==> config.mk <==
export PLATFORM = sky130hd
export DESIGN_NAME = mips_run_controller
export DESIGN_NICKNAME = d
export VERILOG_FILES = /design/src/rtl/mips_run_controller.sv
export SDC_FILE = /design/constraint.sdc
export NUM_CORES = 1
export LEC_CHECK = 0
export CAP_MARGIN = 20
export CORE_AREA = 2 2 95 97
export DETAILED_ROUTE_END_ITERATION = 10
export DIE_AREA = 0 0 97 99
export PLACE_DENSITY = 0.85
export REMOVE_ABC_BUFFERS = 1
export SYNTH_ARGS = -nofsm -noshare
export SYNTH_HDL_FRONTEND = slang
export SYNTH_SLANG_ARGS = --single-unit
==> constraint.sdc <==
create_clock -name datapath_clk -period 7.9 [get_ports datapath_clk]
set_input_delay 0.79 -clock datapath_clk [delete_from_list [all_inputs] [get_ports datapath_clk]]
set_output_delay 0.79 -clock datapath_clk [all_outputs]
set_load 0.02 [all_outputs]
==> src/rtl/mips_run_controller.sv <==
`default_nettype none
// ============================================================================
//  Module      : mips_run_controller
//  Description : Sequences the single-cycle MiniMIPS datapath one instruction
//                at a time (FETCH -> EXEC -> COMMIT). Owns the PC register,
//                gates architectural writes with exec_en, and supports
//                free-run / single-step operation with breakpoint,
//                instruction-count and external-stop halting.
//  Revision    : 1.0 - initial release
// ----------------------------------------------------------------------------
//  Ports
//   datapath_clk  in   clock; all state updates on its rising edge
//   reset         in   asynchronous active-high reset
//   start         in   begin a run at start_pc (honoured in IDLE/HALTED only)
//   start_pc      in   first instruction address
//   step_mode     in   1 = pause after every committed instruction
//   step          in   release one instruction while paused
//   stop          in   request halt at the next instruction boundary
//   halt_pc       in   breakpoint address (halt before executing it)
//   max_instr     in   halt after this many commits, 0 = unlimited
//   pc_next       in   next PC computed by the datapath
//   pc            out  current PC, drives datapath pc_new
//   exec_en       out  write enable, high one cycle per instruction
//   busy          out  high in FETCH, EXEC, COMMIT
//   halted        out  high in HALTED
//   halt_cause    out  0 none, 1 breakpoint, 2 count limit, 3 stop
//   instr_count   out  instructions committed since the last start
// ============================================================================
module mips_run_controller #(
   parameter int PC_W  = 32,
   parameter int CNT_W = 16
) (
   input  logic             datapath_clk,
   input  logic             reset,
   input  logic             start,
   input  logic [PC_W-1:0]  start_pc,
   input  logic             step_mode,
   input  logic             step,
   input  logic             stop,
   input  logic [PC_W-1:0]  halt_pc,
   input  logic [CNT_W-1:0] max_instr,
   input  logic [PC_W-1:0]  pc_next,
   output logic [PC_W-1:0]  pc,
   output logic             exec_en,
   output logic             busy,
   output logic             halted,
   output logic [1:0]       halt_cause,
   output logic [CNT_W-1:0] instr_count
);

   localparam logic [1:0] c_CAUSE_NONE = 2'd0;
   localparam logic [1:0] c_CAUSE_BP   = 2'd1;
   localparam logic [1:0] c_CAUSE_CNT  = 2'd2;
   localparam logic [1:0] c_CAUSE_STOP = 2'd3;

   typedef enum logic [2:0] {
      ST_IDLE   = 3'd0,
      ST_FETCH  = 3'd1,
      ST_EXEC   = 3'd2,
      ST_COMMIT = 3'd3,
      ST_PAUSED = 3'd4,
      ST_HALTED = 3'd5
   } state_t;

   state_t           r_state;
   logic [PC_W-1:0]  r_pc;
   logic [1:0]       r_halt_cause;
   logic [CNT_W-1:0] r_instr_count;

   // Count after the instruction currently in COMMIT retires; wraps naturally.
   logic [CNT_W-1:0] w_count_inc;
   logic             w_count_hit;

   assign w_count_inc = r_instr_count + CNT_W'(1);
   // A zero limit means unlimited, so it must never match a wrapped count.
   assign w_count_hit = (max_instr != '0) && (w_count_inc == max_instr);

   always_ff @(posedge datapath_clk or posedge reset) begin
      if (reset) begin
         r_state       <= ST_IDLE;
         r_pc          <= '0;
         r_halt_cause  <= c_CAUSE_NONE;
         r_instr_count <= '0;
      end else begin
         case (r_state)
            ST_IDLE, ST_HALTED: begin
               if (start) begin
                  r_pc          <= start_pc;
                  r_instr_count <= '0;
                  // Breakpoint on the very first address: never execute it.
                  if (start_pc == halt_pc) begin
                     r_halt_cause <= c_CAUSE_BP;
                     r_state      <= ST_HALTED;
                  end else begin
                     r_halt_cause <= c_CAUSE_NONE;
                     r_state      <= ST_FETCH;
                  end
               end
            end

            ST_FETCH: r_state <= ST_EXEC;

            // stop is deliberately not looked at here; an instruction that
            // has started executing always reaches COMMIT.
            ST_EXEC: r_state <= ST_COMMIT;

            ST_COMMIT: begin
               r_pc          <= pc_next;
               r_instr_count <= w_count_inc;
               if (pc_next == halt_pc) begin
                  r_halt_cause <= c_CAUSE_BP;
                  r_state      <= ST_HALTED;
               end else if (w_count_hit) begin
                  r_halt_cause <= c_CAUSE_CNT;
                  r_state      <= ST_HALTED;
               end else if (stop) begin
                  r_halt_cause <= c_CAUSE_STOP;
                  r_state      <= ST_HALTED;
               end else if (step_mode) begin
                  r_state <= ST_PAUSED;
               end else begin
                  r_state <= ST_FETCH;
               end
            end

            ST_PAUSED: begin
               // stop has priority over a simultaneous step request.
               if (stop) begin
                  r_halt_cause <= c_CAUSE_STOP;
                  r_state      <= ST_HALTED;
               end else if (step || !step_mode) begin
                  r_state <= ST_FETCH;
               end
            end

            default: r_state <= ST_IDLE;
         endcase
      end
   end

   // Status outputs are pure state decodes, so reset clears them at once.
   assign pc          = r_pc;
   assign exec_en     = (r_state == ST_EXEC);
   assign busy        = (r_state == ST_FETCH) || (r_state == ST_EXEC) ||
                        (r_state == ST_COMMIT);
   assign halted      = (r_state == ST_HALTED);
   assign halt_cause  = r_halt_cause;
   assign instr_count = r_instr_count;

endmodule
`default_nettype wire

Yosys cells after proc, flatten, opt, wreduce, memory -nomap -nowiden
Index checks and enable logic that the tools add are counted.
Storage, ports and cells
  register bits: 53
  latch bits: 0
  memory bits (writable): 0
  ROM bits: 0
  bits of input ports: 118
  output and inout bits: 53
  memories kept: 0
Operators by class
  add/subtract/negate cells: 1
  multiply operators: 0
  div/mod/pow operators: 0
  order comparisons: 0
  equal/unequal tests: 10
  shift-type cells: 0
  mux-type cells: 19
  bitwise operators: 0
  reductions and logical operators: 13
Operators by type and width (count)
  32-bit == test: 2
  32-bit one-hot mux with 2 select lines: 1
  32-bit 2-to-1 mux: 1
  16-bit one-hot mux with 2 select lines: 1
  3-bit 2-to-1 mux: 8
  16-bit by 1-bit adder with 16-bit output, second input constant: 1
  16-bit == test: 1
  16-bit 2-to-1 mux: 1
  16-bit nonzero test: 1
  3-bit one-hot mux with 5 select lines: 1
  2-bit 2-to-1 mux: 4
  3-bit by 2-bit == test with 1-bit output, second input constant: 2
  3-bit == test, second input constant: 2
  2-bit one-hot mux with 3 select lines: 1
  2-bit AND reduction: 3
  3-bit by 1-bit == test with 1-bit output, second input constant: 1
  3-bit zero test: 1
  1-bit logical OR: 3
  3-bit != test, second input constant: 1
  3-bit nonzero test: 1
  2-bit != test, second input constant: 1
  2-bit nonzero test: 1
  2-bit OR reduction: 1
  1-bit logical AND: 1
  other kinds (2): 2

Longest topological paths before layout
Gate-level depths: netlist of the first run.
  depth after elaboration: 6
  mapped depth: 9

Least setup slack after synthesis of the first run
No wires, ideal clock.
  path kind: register -> register
  start point: register r_instr_count[6], in the netlist instr_count[6]
  end point: register r_state[0]
  library setup time: 84 ps
  arrival: 2598 ps
  required time: 7816 ps
  setup slack: 5218 ps
  stages on the path, launching flop included: 10
  clock period less this slack: 2682 ps
  cell sequence: dfrtp_1 clkbuf_1 nand2_1 or4_1 buf_2 or3_1 a22o_1 nor4_4 nor3_1 a41oi_2
On the way
  word-level cells in the longest chain between the ends: 6
RTL lines
  from (decl): line 68  | logic [CNT_W-1:0] r_instr_count;
  from (signal assigned): line 109  | r_instr_count <= w_count_inc;
  16-bit by 1-bit adder with 16-bit output: line 74  | assign w_count_inc = r_instr_count + CNT_W'(1);
  16-bit == test: line 76  | assign w_count_hit = (max_instr != '0) && (w_count_inc == max_instr);
  1-bit logical AND: line 76
  3-bit 2-to-1 mux: line 113  | end else if (w_count_hit) begin
  3-bit 2-to-1 mux: line 110  | if (pc_next == halt_pc) begin
  3-bit one-hot mux with 5 select lines: line 85  | case (r_state)
  to (signal assigned): line 80  | r_state <= ST_IDLE;
  to (signal assigned): line 112  | r_state <= ST_HALTED;
  to (signal assigned): line 115  | r_state <= ST_HALTED;
  to (decl): line 65  | state_t r_state;
No other way between the ends.
A chain may end at the register's enable or synchronous reset.

Worst setup path after layout of the first run
  start point: register r_state[2]
  end point: output port busy
On the way
  word-level cells in the longest chain between the ends: 3
RTL lines
  from (signal assigned): line 80
  from (signal assigned): line 93  | r_state <= ST_HALTED;
  from (signal assigned): line 96  | r_state <= ST_FETCH;
  3-bit by 1-bit == test with 1-bit output or 3-bit by 2-bit == test with 1-bit output (tied branches): line 144  | assign busy = (r_state == ST_FETCH) || (r_state == ST_EXEC) ||
  1-bit logical OR: line 144
  1-bit logical OR (*): line 144
  to (decl): line 45  | output logic busy,
Every way passes the cells marked *; elsewhere a longest branch is shown, timed or not.

==> results of run 1 <==
==> kinds of logic (layout without fill, tap and decap cells) <==
group           count (synthesis)  in the layout
fa+ha+maj                       1              1
buf+inv                        36            189
flops                          53             53
xor+xnor                       84             84
mux                            34             34
simple gates                  143            143
compound gates                 97             97
==> state kept, by name, summed over array words and instances, names as in the netlist <==
| signal | count |
|---|---|
| halt_cause | 2 |
| r_state | 3 |
| pc | 32 |
| instr_count | 16 |
==> how the worst max path moves through the flow <==
stage	depth (start not counted)	start	slack, ps	endpoint
after floorplan	6	start	3880	halt_cause[1]$_DFFE_PP0P_
after global placement	8	max_instr[3]	4860	halt_cause[0]$_DFFE_PP0P_
after detailed placement	4	r_state[2]$_DFFE_PP0P_	4800	busy
after CTS	4	r_state[2]$_DFFE_PP0P_	4460	busy
after global routing	4	r_state[2]$_DFFE_PP0P_	4200	busy
final	4	r_state[2]$_DFFE_PP0P_	4430	busy
==> worst max-delay path: stages, from the launching register on <==
cell and delay, ps:
dfrtp_1 490, inv_1 200, nand3_1 710, o21ai_0 320, clkdlybuf4s50_1 650
==> cells in the mapped netlist, drive strengths merged, types with 6 or more instances <==
library cell and count:
o21ai 62, dfrtp 53, nand2 52, xor2 44
xnor2 40, mux2i 33, clkbuf 24, nand4 20
nor4 19, nor2 13, inv 8, nand3 8
nor3 8, a21oi 6, a31oi 6, o31ai 6
==> stage by stage <==
step	area (um^2)	setup WS, ps
floorplan	3770	3880
global placement	5640	4860
detailed placement	5640	4800
CTS	5720	4460
global route	5740	4200
finish	5740	4430
==> layout by cell type, fill, tap and decap left out, drive strengths merged, types with 13 or more instances in the layout <==
| master | n |
|---|---|
| nor4 | 19 |
| mux2i | 33 |
| o21ai | 62 |
| xor2 | 44 |
| nor2 | 13 |
| clkdlybuf4s50 | 170 |
| nand2 | 52 |
| dfrtp | 53 |
| xnor2 | 40 |
| nand4 | 20 |
==> final cells by class <==
cell class              count  area (um^2)  share of cell area
well taps                 108          135              0.0235
flip-flops and latches     53         1330               0.231
repair buffers            173         1740               0.303
clock buffers               8         80.1              0.0140
inverters                   8         30.0             0.00523
multi-input cells         359         2430               0.424
==> report_power, final <==
part           leakage [nW]  switching [mW]  internal (mW)  total, mW
Clock                0.0395          0.0898         0.0634      0.153
Sequential            0.677           0.103          0.379      0.482
Combinational          1.47           0.506          0.415      0.921
==> routing by layer <==
metal  wire, um  part of all wire  vias to the layer above  track usage
li1           -                 -                     1915            -
met1       4870              0.39                     1884        0.302
met2       6320              0.50                      200        0.474
met3       1070             0.085                       23       0.0674
met4        259             0.021                        0       0.0661
met5          0                 0                        -            0
==> qor.yml, run 1 <==
synth:
  yosysSeqAreaShare: 0.341
  yosys.area_share.xor_xnor: 0.189
  synthAdderAreaFrac: 0.00322
  muxShareOfSynthArea: 0.0880
  netlist_area_mm2: 0.00388
  synthArstFlopShare: 1.00
  yosysTopAreaCell: "dfrtp_1"
  synthFlopType: "dfrtp_1"
  synth-seq-cells: 53
  synth-compound-area-share: 0.148
  avgSynthCellArea_um2: 8.67
  synth_cells: 448
  yosysWarnings: 0
  synth_simple_gate_area_frac: 0.194
  synth_edf_count: 0
  synth.distinct_cells: 45
  synth_area_leaders: "dfrtp_1 34%, xor2_1 9.9%, xnor2_1 9.0%, mux2i_1 8.5%, o21ai_0 8.0%"
  yosysTopAreaCellShare: 0.341
  synth_top_family_by_area: "simple AND/OR/NAND/NOR gates"
clock_network:
  cts_resized: 0
  clk_latency_ps: 310
  cts_buffer_depth: 2
  hold_buffers: 0
  cts_setup_buffers: 0
  cts_buffers: 5
  cts_tree: "done"
  clock_sinks: 53
  clkTransAtPathRegs_ps: 100
  cts_root_buf: "clkbuf_8"
  h-tree-depth: 2
global_routing:
  grt_first_pass_wirelength_mm: 20.3
  first_global_vias: 4148
  grt_max_degree: 54
  grt_remaining_overflow: 0
  antenna_found_initial: 0
  grt_util_all_layers: 0.259
sta:
  relSlewSlack: 0.339
  timing.final.crit_share: 0.439
  rsz0062_at_grt: "no"
  fin_crit_ps: 3470
  tightest_slew_ps: 988
  final_max_slew_viol_count: 0
  fmax_ghz: 0.289
  hold_violations: 0
  fin_tns_setup_ps: 0
  setup_viol: 0
  whs_ps: 488
  finalClockSkew_ps: 6.29
floorplanning:
  num_rows: 34
  dieArea_mm2: 0.00960
  die_x_um: 97
  start_util: 0.454
  core_mm2: 0.00855
  dieHeight_um: 99
  io_pins: 171
worst_setup_path:
  rrSetupSlack_ps: 5000
  crit_path_end_kind: "output port"
  startpoint_type: "flop"
  r2r_cells: 8
  r2r_end: "halt_cause[0]$_DFFE_PP0P_"
  crit_arrival_ps: 2680
  worstPathRequired_ps: 7110
  worstSetupPathType: "flop to output port"
  crit_fanout: 27
  r2r-start: "instr_count[0]$_DFFE_PP0P_"
drt:
  ant_nets: 0
  wl_mm: 12.5
  routedWlPerCell_um: 17.7
  drt_iter0_drc: 211
  dr.pass1.iters: 4
  num_vias: 4022
  route.detailed.drc: 0
  viasPerCell: 5.67
final_layout:
  final_core_util: 0.671
  fin_cells: 709
  nets: 719
  antenna_cells: 0
  final_layout_size_suffix_gt1_frac: 0.0250
  n_fill_cell: 681
  areaGrowthSynthToFinish_pct: 47.8
hold_path:
  hold_start: "pc[11]$_DFFE_PP0P_"
  worstHoldPathType: "flop to flop"
  min_to: "pc[11]$_DFFE_PP0P_"
  worstHoldPathCells: 2
power_and_ir_drop:
  power.total_mw: 1.56
  power.density_mw_per_mm2: 271
  peakVddDrop_mv: 0.210
  leakage_nw: 2.19
place:
  dp_hpwl_mm: 9.75
  placed_cells: 700
  routabilityCongestion: 0.882
  portBuffers: 170
run:
  drv_cap: 0
status:
  status: "completed"
No activity file was read; power rests on OpenSTA's default activity.
==> run 2, diff against run 1 <==
- CORE_AREA: 2 2 95 97 -> 2 2 103 105
- DIE_AREA: 0 0 97 99 -> 0 0 105 107
- PLACE_DENSITY: 0.85 -> 0.76
- clock period: 7.9 -> 3.1 ns (I/O delays scaled with it)
==> qor.yml, run 2 (synthesis results as in run 1) <==
status:
  status: "completed"
drt:
  met3_length_mm: 1.16  # +8.9%
  ant_nets: 0  # unchanged
  dr_wl_met2_mm: 6.07  # -4.0%
  wl_met1_mm: 4.95  # +1.5%
  dr.pass1.iters: 4  # unchanged
  routedWlPerCell_um: 16.7  # -5.3%
  num_vias: 3951  # -1.8%
  drt_iter0_drc: 156  # -26%
  viasPerCell: 5.34  # -5.9%
  wl_mm: 12.4  # -1.2%
  route.detailed.drc: 0  # unchanged
  highest_layer: "met4"
sta:
  tightest_slew_ps: 706  # -282 ps
  relSlewSlack: 0.529  # +0.190
  fmax_ghz: 0.354
  setup_viol: 0  # unchanged
  final_max_slew_viol_count: 0  # unchanged
  fin_tns_setup_ps: 0  # unchanged
  rsz0062_at_grt: "no"
  hold_violations: 0  # unchanged
  timing.final.crit_share: 0.912
  finalClockSkew_ps: 6.32  # +0.0340 ps
  fin_crit_ps: 2830
final_layout:
  regArea_mm2: 0.00133  # unchanged
  fin_area_mm2: 0.00580  # +1.0%
  final_layout_size_suffix_gt1_frac: 0.0331  # +0.00815
  multi_input_area_mm2: 0.00243  # unchanged
  largest_register_ff_count: 32  # unchanged
  nets: 722  # +0.42%
  areaGrowthSynthToFinish_pct: 49.3
  antenna_cells: 0  # unchanged
  most-common-layout-cells: "170 x clkdlybuf4s50_1, 62 x o21ai_0, 53 x dfrtp_1, 52 x nand2_1, 44 x xor2_1"
  n_fill_cell: 935  # +37%
  layout_commonest_cell: "clkdlybuf4s50_1"
power_and_ir_drop:
  leakage_nw: 2.21  # +1.0%
  power.share.sequential: 0.307  # -0.003
  power.internal_mw: 2.20  # +160%
  p_sw_frac: 0.445  # -0.00388
  power.density_mw_per_mm2: 683  # +150%
  power.total_mw: 3.96  # +150%
  power_frac_comb: 0.594  # +0.002
  power_frac_clock: 0.099  # about the same
  peakVddDrop_mv: 0.448  # +110%
  p_sw_mw: 1.76  # +150%
run:
  drv_cap: 0  # unchanged
place:
  routabilityCongestion: 0.908  # +3.0%
  dp_hpwl_mm: 9.74  # -0.14%
  portBuffers: 170  # unchanged
  place_area_mm2: 0.00572  # +1.4%
floorplanning:
  dieArea_mm2: 0.0112  # +17%
  dieHeight_um: 107  # +8.1%
  core_mm2: 0.0101  # +18%
  io_pins: 171  # unchanged
  num_rows: 37  # +8.8%
  die_x_um: 105  # +8.2%
  start_util: 0.385  # -0.0694
worst_setup_path:
  crit_arrival_ps: 3050  # +370 ps
  startpoint_type: "flop"
  worstPathRequired_ps: 3320  # -3790 ps
  crit_fanout: 13  # -52%
  worstSetupPathType: "flop to flop"
  crit_path_end_kind: "flop"
hold_path:
  worstHoldPathType: "flop to flop"
clock_network:
  cts_buffers: 5  # unchanged
  clkTransAtPathRegs_ps: 100  # about the same
  cts_root_buf: "clkbuf_8"
  clock_sinks: 53  # unchanged
  clk_latency_ps: 300  # about the same
  cts_setup_buffers: 0  # unchanged
  cts_tree: "done"
  h-tree-depth: 2  # unchanged
  cts_buffer_depth: 2  # unchanged
  hold_buffers: 0  # unchanged
  cts_resized: 0  # unchanged
global_routing:
  grt_remaining_overflow: 0  # unchanged
  grt_max_degree: 65  # +20%
  grt_first_pass_wirelength_mm: 19.9  # -2.3%
  antenna_found_initial: 0  # unchanged
  grt_util_all_layers: 0.220  # -0.0385
  first_global_vias: 3948  # -4.8%
==> run 2: changes by cell type in the layout (fill, tap and decap cells not counted) <==
cell	change
buf_4	+3
clkbuf_1	-2
clkinv_2	+2
==> run 2: area by class of cell <==
cell class	instances	share of cell area
clock buffers	6	0.0125
clock inverters	2	0.00173
inverters	8	0.00518
multi-input cells	359	0.419
flip-flops and latches	53	0.229
well taps	136	0.0293
repair buffers	176	0.303
==> run 2: power groups by stage <==
| stage | Combinational, mW | Sequential (mW) | Clock [mW] |
|---|---|---|---|
| after global routing | 2.57 | 1.26 | 0.434 |
| after global placement | 2.34 | 1.21 | 0 |
| after CTS | 2.37 | 1.21 | 0.406 |
| after floorplan | 1.02 | 1.48 | 0 |
| after detailed placement | 2.37 | 1.22 | 0 |
| final | 2.35 | 1.21 | 0.394 |
==> run 2: worst max-delay path: stages (launching register included) <==
cell	delay, ps
dfrtp_1	570
ha_1	520
xor2_1	250
and2_1	160
o2111ai_1	100
or4_1	500
nor4_4	340
nor3_1	110
a41oi_2	200
==> run 2: worst paths after layout <==
check,end,from,depth (start not counted),slack [ps]
max in group asynchronous,instr_count[14]$_DFFE_PP0P_,reset,3,2120
min reg2reg,pc[17]$_DFFE_PP0P_,pc[17]$_DFFE_PP0P_,2,490
max,r_state[0]$_DFFE_PP0P_,instr_count[0]$_DFFE_PP0P_,8,270
max reg2reg,r_state[0]$_DFFE_PP0P_,instr_count[0]$_DFFE_PP0P_,8,270
min,pc[17]$_DFFE_PP0P_,pc[17]$_DFFE_PP0P_,2,490
min in group asynchronous,pc[7]$_DFFE_PP0P_,reset,3,510
==> run 2: through the flow <==
| stage | utilization | worst slack [ps] | cells | hold WS (ps) |
|---|---|---|---|---|
| 5_1_grt | 0.575 | 29.9 | 740 | 525 |
| 6_report | 0.575 | 273 | 740 | 488 |
| 4_1_cts | 0.575 | 326 | 740 | 497 |
| 3_5_place_dp | 0.566 | 332 | 732 | 473 |
| 2_1_floorplan | - | -810 | 420 | 441 |
| 3_3_place_gp | 0.566 | 445 | 732 | 465 |
==> run 2: per-layer routing <==
metal	up-vias	global-route usage
li1	1921	-
met3	14	0.0644
met4	0	0.0590
met1	1847	0.268
met2	169	0.382
met5	-	0
==> variant: new RTL, flow settings as in run 1 <==
Re-encode `state_t` (6 states) as Gray code, 3 bits wide.
--- a/src/rtl/mips_run_controller.sv
+++ b/src/rtl/mips_run_controller.sv
@@ -54,12 +54,12 @@
    localparam logic [1:0] c_CAUSE_STOP = 2'd3;
 
    typedef enum logic [2:0] {
-      ST_IDLE   = 3'd0,
-      ST_FETCH  = 3'd1,
-      ST_EXEC   = 3'd2,
-      ST_COMMIT = 3'd3,
-      ST_PAUSED = 3'd4,
-      ST_HALTED = 3'd5
+      ST_IDLE   = 3'b000,
+      ST_FETCH  = 3'b001,
+      ST_EXEC   = 3'b011,
+      ST_COMMIT = 3'b010,
+      ST_PAUSED = 3'b110,
+      ST_HALTED = 3'b111
    } state_t;
 
    state_t           r_state;
Function: same outputs for any inputs over 10 cycles, from zero or initial values and one cycle with reset high; not proved beyond that.
==> variant against run 1 <==
- sequential cell count unchanged
- design area about the same
- wire length increased by 3.2%
- non-clock buffer count decreased by 1
- worst setup slack improved by 670 ps
- first-iteration DRC count increased by 11%
- via count increased by 5.6%
- area after synthesis increased by 1.4%
- total power increased by 1.2%
==> variant: results <==
placed_design:
  preCtsSetupSlack_ps: 4820
  portBuffers: 170
  dpl_cell_area_um2: 5630
  dpl.hpwl_um: 10000
  gp_congestion: 0.943
layout:
  drive_above_1_share_pct: 3.66
  largest_reg_flops: 32
  fin_nets: 746
  multiInputGateArea_um2: 2430
  fillers: 666
worst_setup_path:
  worstSetupStartpoint: "r_state[1]$_DFFE_PP0P_"
  crit_type: "reg2out"
  r2r_start: "instr_count[0]$_DFFE_PP0P_"
  cp_max_fo: 13
route:
  met1_length_um: 4910
  viasPerCell: 5.77
  initialDrtViolationCount: 234
  wl_met3_um: 1160
  drt_pass1_iterations: 5
  wl_met2_um: 6510
  wl_per_cell_um: 17.6
clocking:
  cts_buffer_depth: 2
  post_cts_buffers: 0
  clkLatencyLatePin_ps: 300
  cts_buffers: 5
  cts-htree-levels: 2
  cts.repair.resized: 0
  root_buffer: "clkbuf_8"
worst_hold_path:
  hp-start: "pc[22]$_DFFE_PP0P_"
pwr:
  peakVddDrop_uv: 171
  power.leakage_nw: 2.16
global_route:
  grt_first_pass_wirelength_um: 20800
  met3_usage_pct: 6.38
  use_met2_pct: 45.3
  met1_usage_pct: 32.3
  grt.total_usage_pct: 26.4
  grt_max_degree: 69
  first_global_vias: 4272
logic_synthesis:
  synth_flop_cell: "dfrtp_1"
  synth_cell_types: 52
  synthArstFlopShare_pct: 100
  seq_area_frac_synth_pct: 33.7
  synth_common_cells: "82 x nand2_1, 75 x xnor2_1, 53 x dfrtp_1"
  yosys-top-cells-area: "dfrtp_1 34%, xnor2_1 17%, nand2_1 7.8%, a31oi_1 6.0%, nor2_1 4.6%"
sta:
  tightest_slew_ps: 1040
  fin_skew_ps: 4.79
status:
  status: "completed"
==> variant: final timing paths <==
path / to / slack [ps] / depth (start not counted)
max in group asynchronous: pc[18]$_DFFE_PP0P_ / 6470 / 3
setup reg to reg: halt_cause[0]$_DFFE_PP0P_ / 5340 / 8
setup / recovery: halted / 5110 / 3
hold reg to reg: pc[22]$_DFFE_PP0P_ / 560 / 2
min in group asynchronous: instr_count[2]$_DFFE_PP0P_ / 980 / 3
hold / removal: pc[22]$_DFFE_PP0P_ / 560 / 2
==> variant: where the power goes <==
| part | leakage, nW | switching (W) | internal, W | total, W |
|---|---|---|---|---|
| Clock | 0.0395 | 0.0000872 | 0.0000633 | 0.000151 |
| Sequential | 0.637 | 0.0000934 | 0.000379 | 0.000473 |
| Combinational | 1.48 | 0.000527 | 0.000424 | 0.000951 |
==> variant: critical path: stages, from the launching register on <==
cell and delay, ps:
dfrtp_1 580, nand2_1 160, nor2_1 300, clkdlybuf4s50_1 670
==> variant: per-stage QoR <==
step           instances  total power (W)
2_1_floorplan        448         0.000988
3_3_place_gp         727          0.00139
3_5_place_dp         727          0.00141
4_1_cts              735          0.00156
5_1_grt              736          0.00169
6_report             736          0.00157
==> variant: final cells by class <==
type	instances	share of cell area (%)
tap	108	2.36
timing repair buffer	172	30.3
multi-input combinational	389	42.5
sequential	53	23.1
clock buffer	8	1.40
inverter	6	0.393
==> variant: kinds of logic (layout without fill, tap and decap cells) <==
| logic type | after synthesis | after routing | share of synthesized area [%] |
|---|---|---|---|
| xor gates and xnor gates | 86 | 86 | 19.1 |
| DFF | 53 | 53 | 33.7 |
| adders and majority gates | 1 | 1 | 0.318 |
| AOI/OAI and AO/OA | 99 | 99 | 16.9 |
| buffers and inverters | 36 | 186 | 4.64 |
| and+or+nand+nor | 203 | 203 | 25.3 |
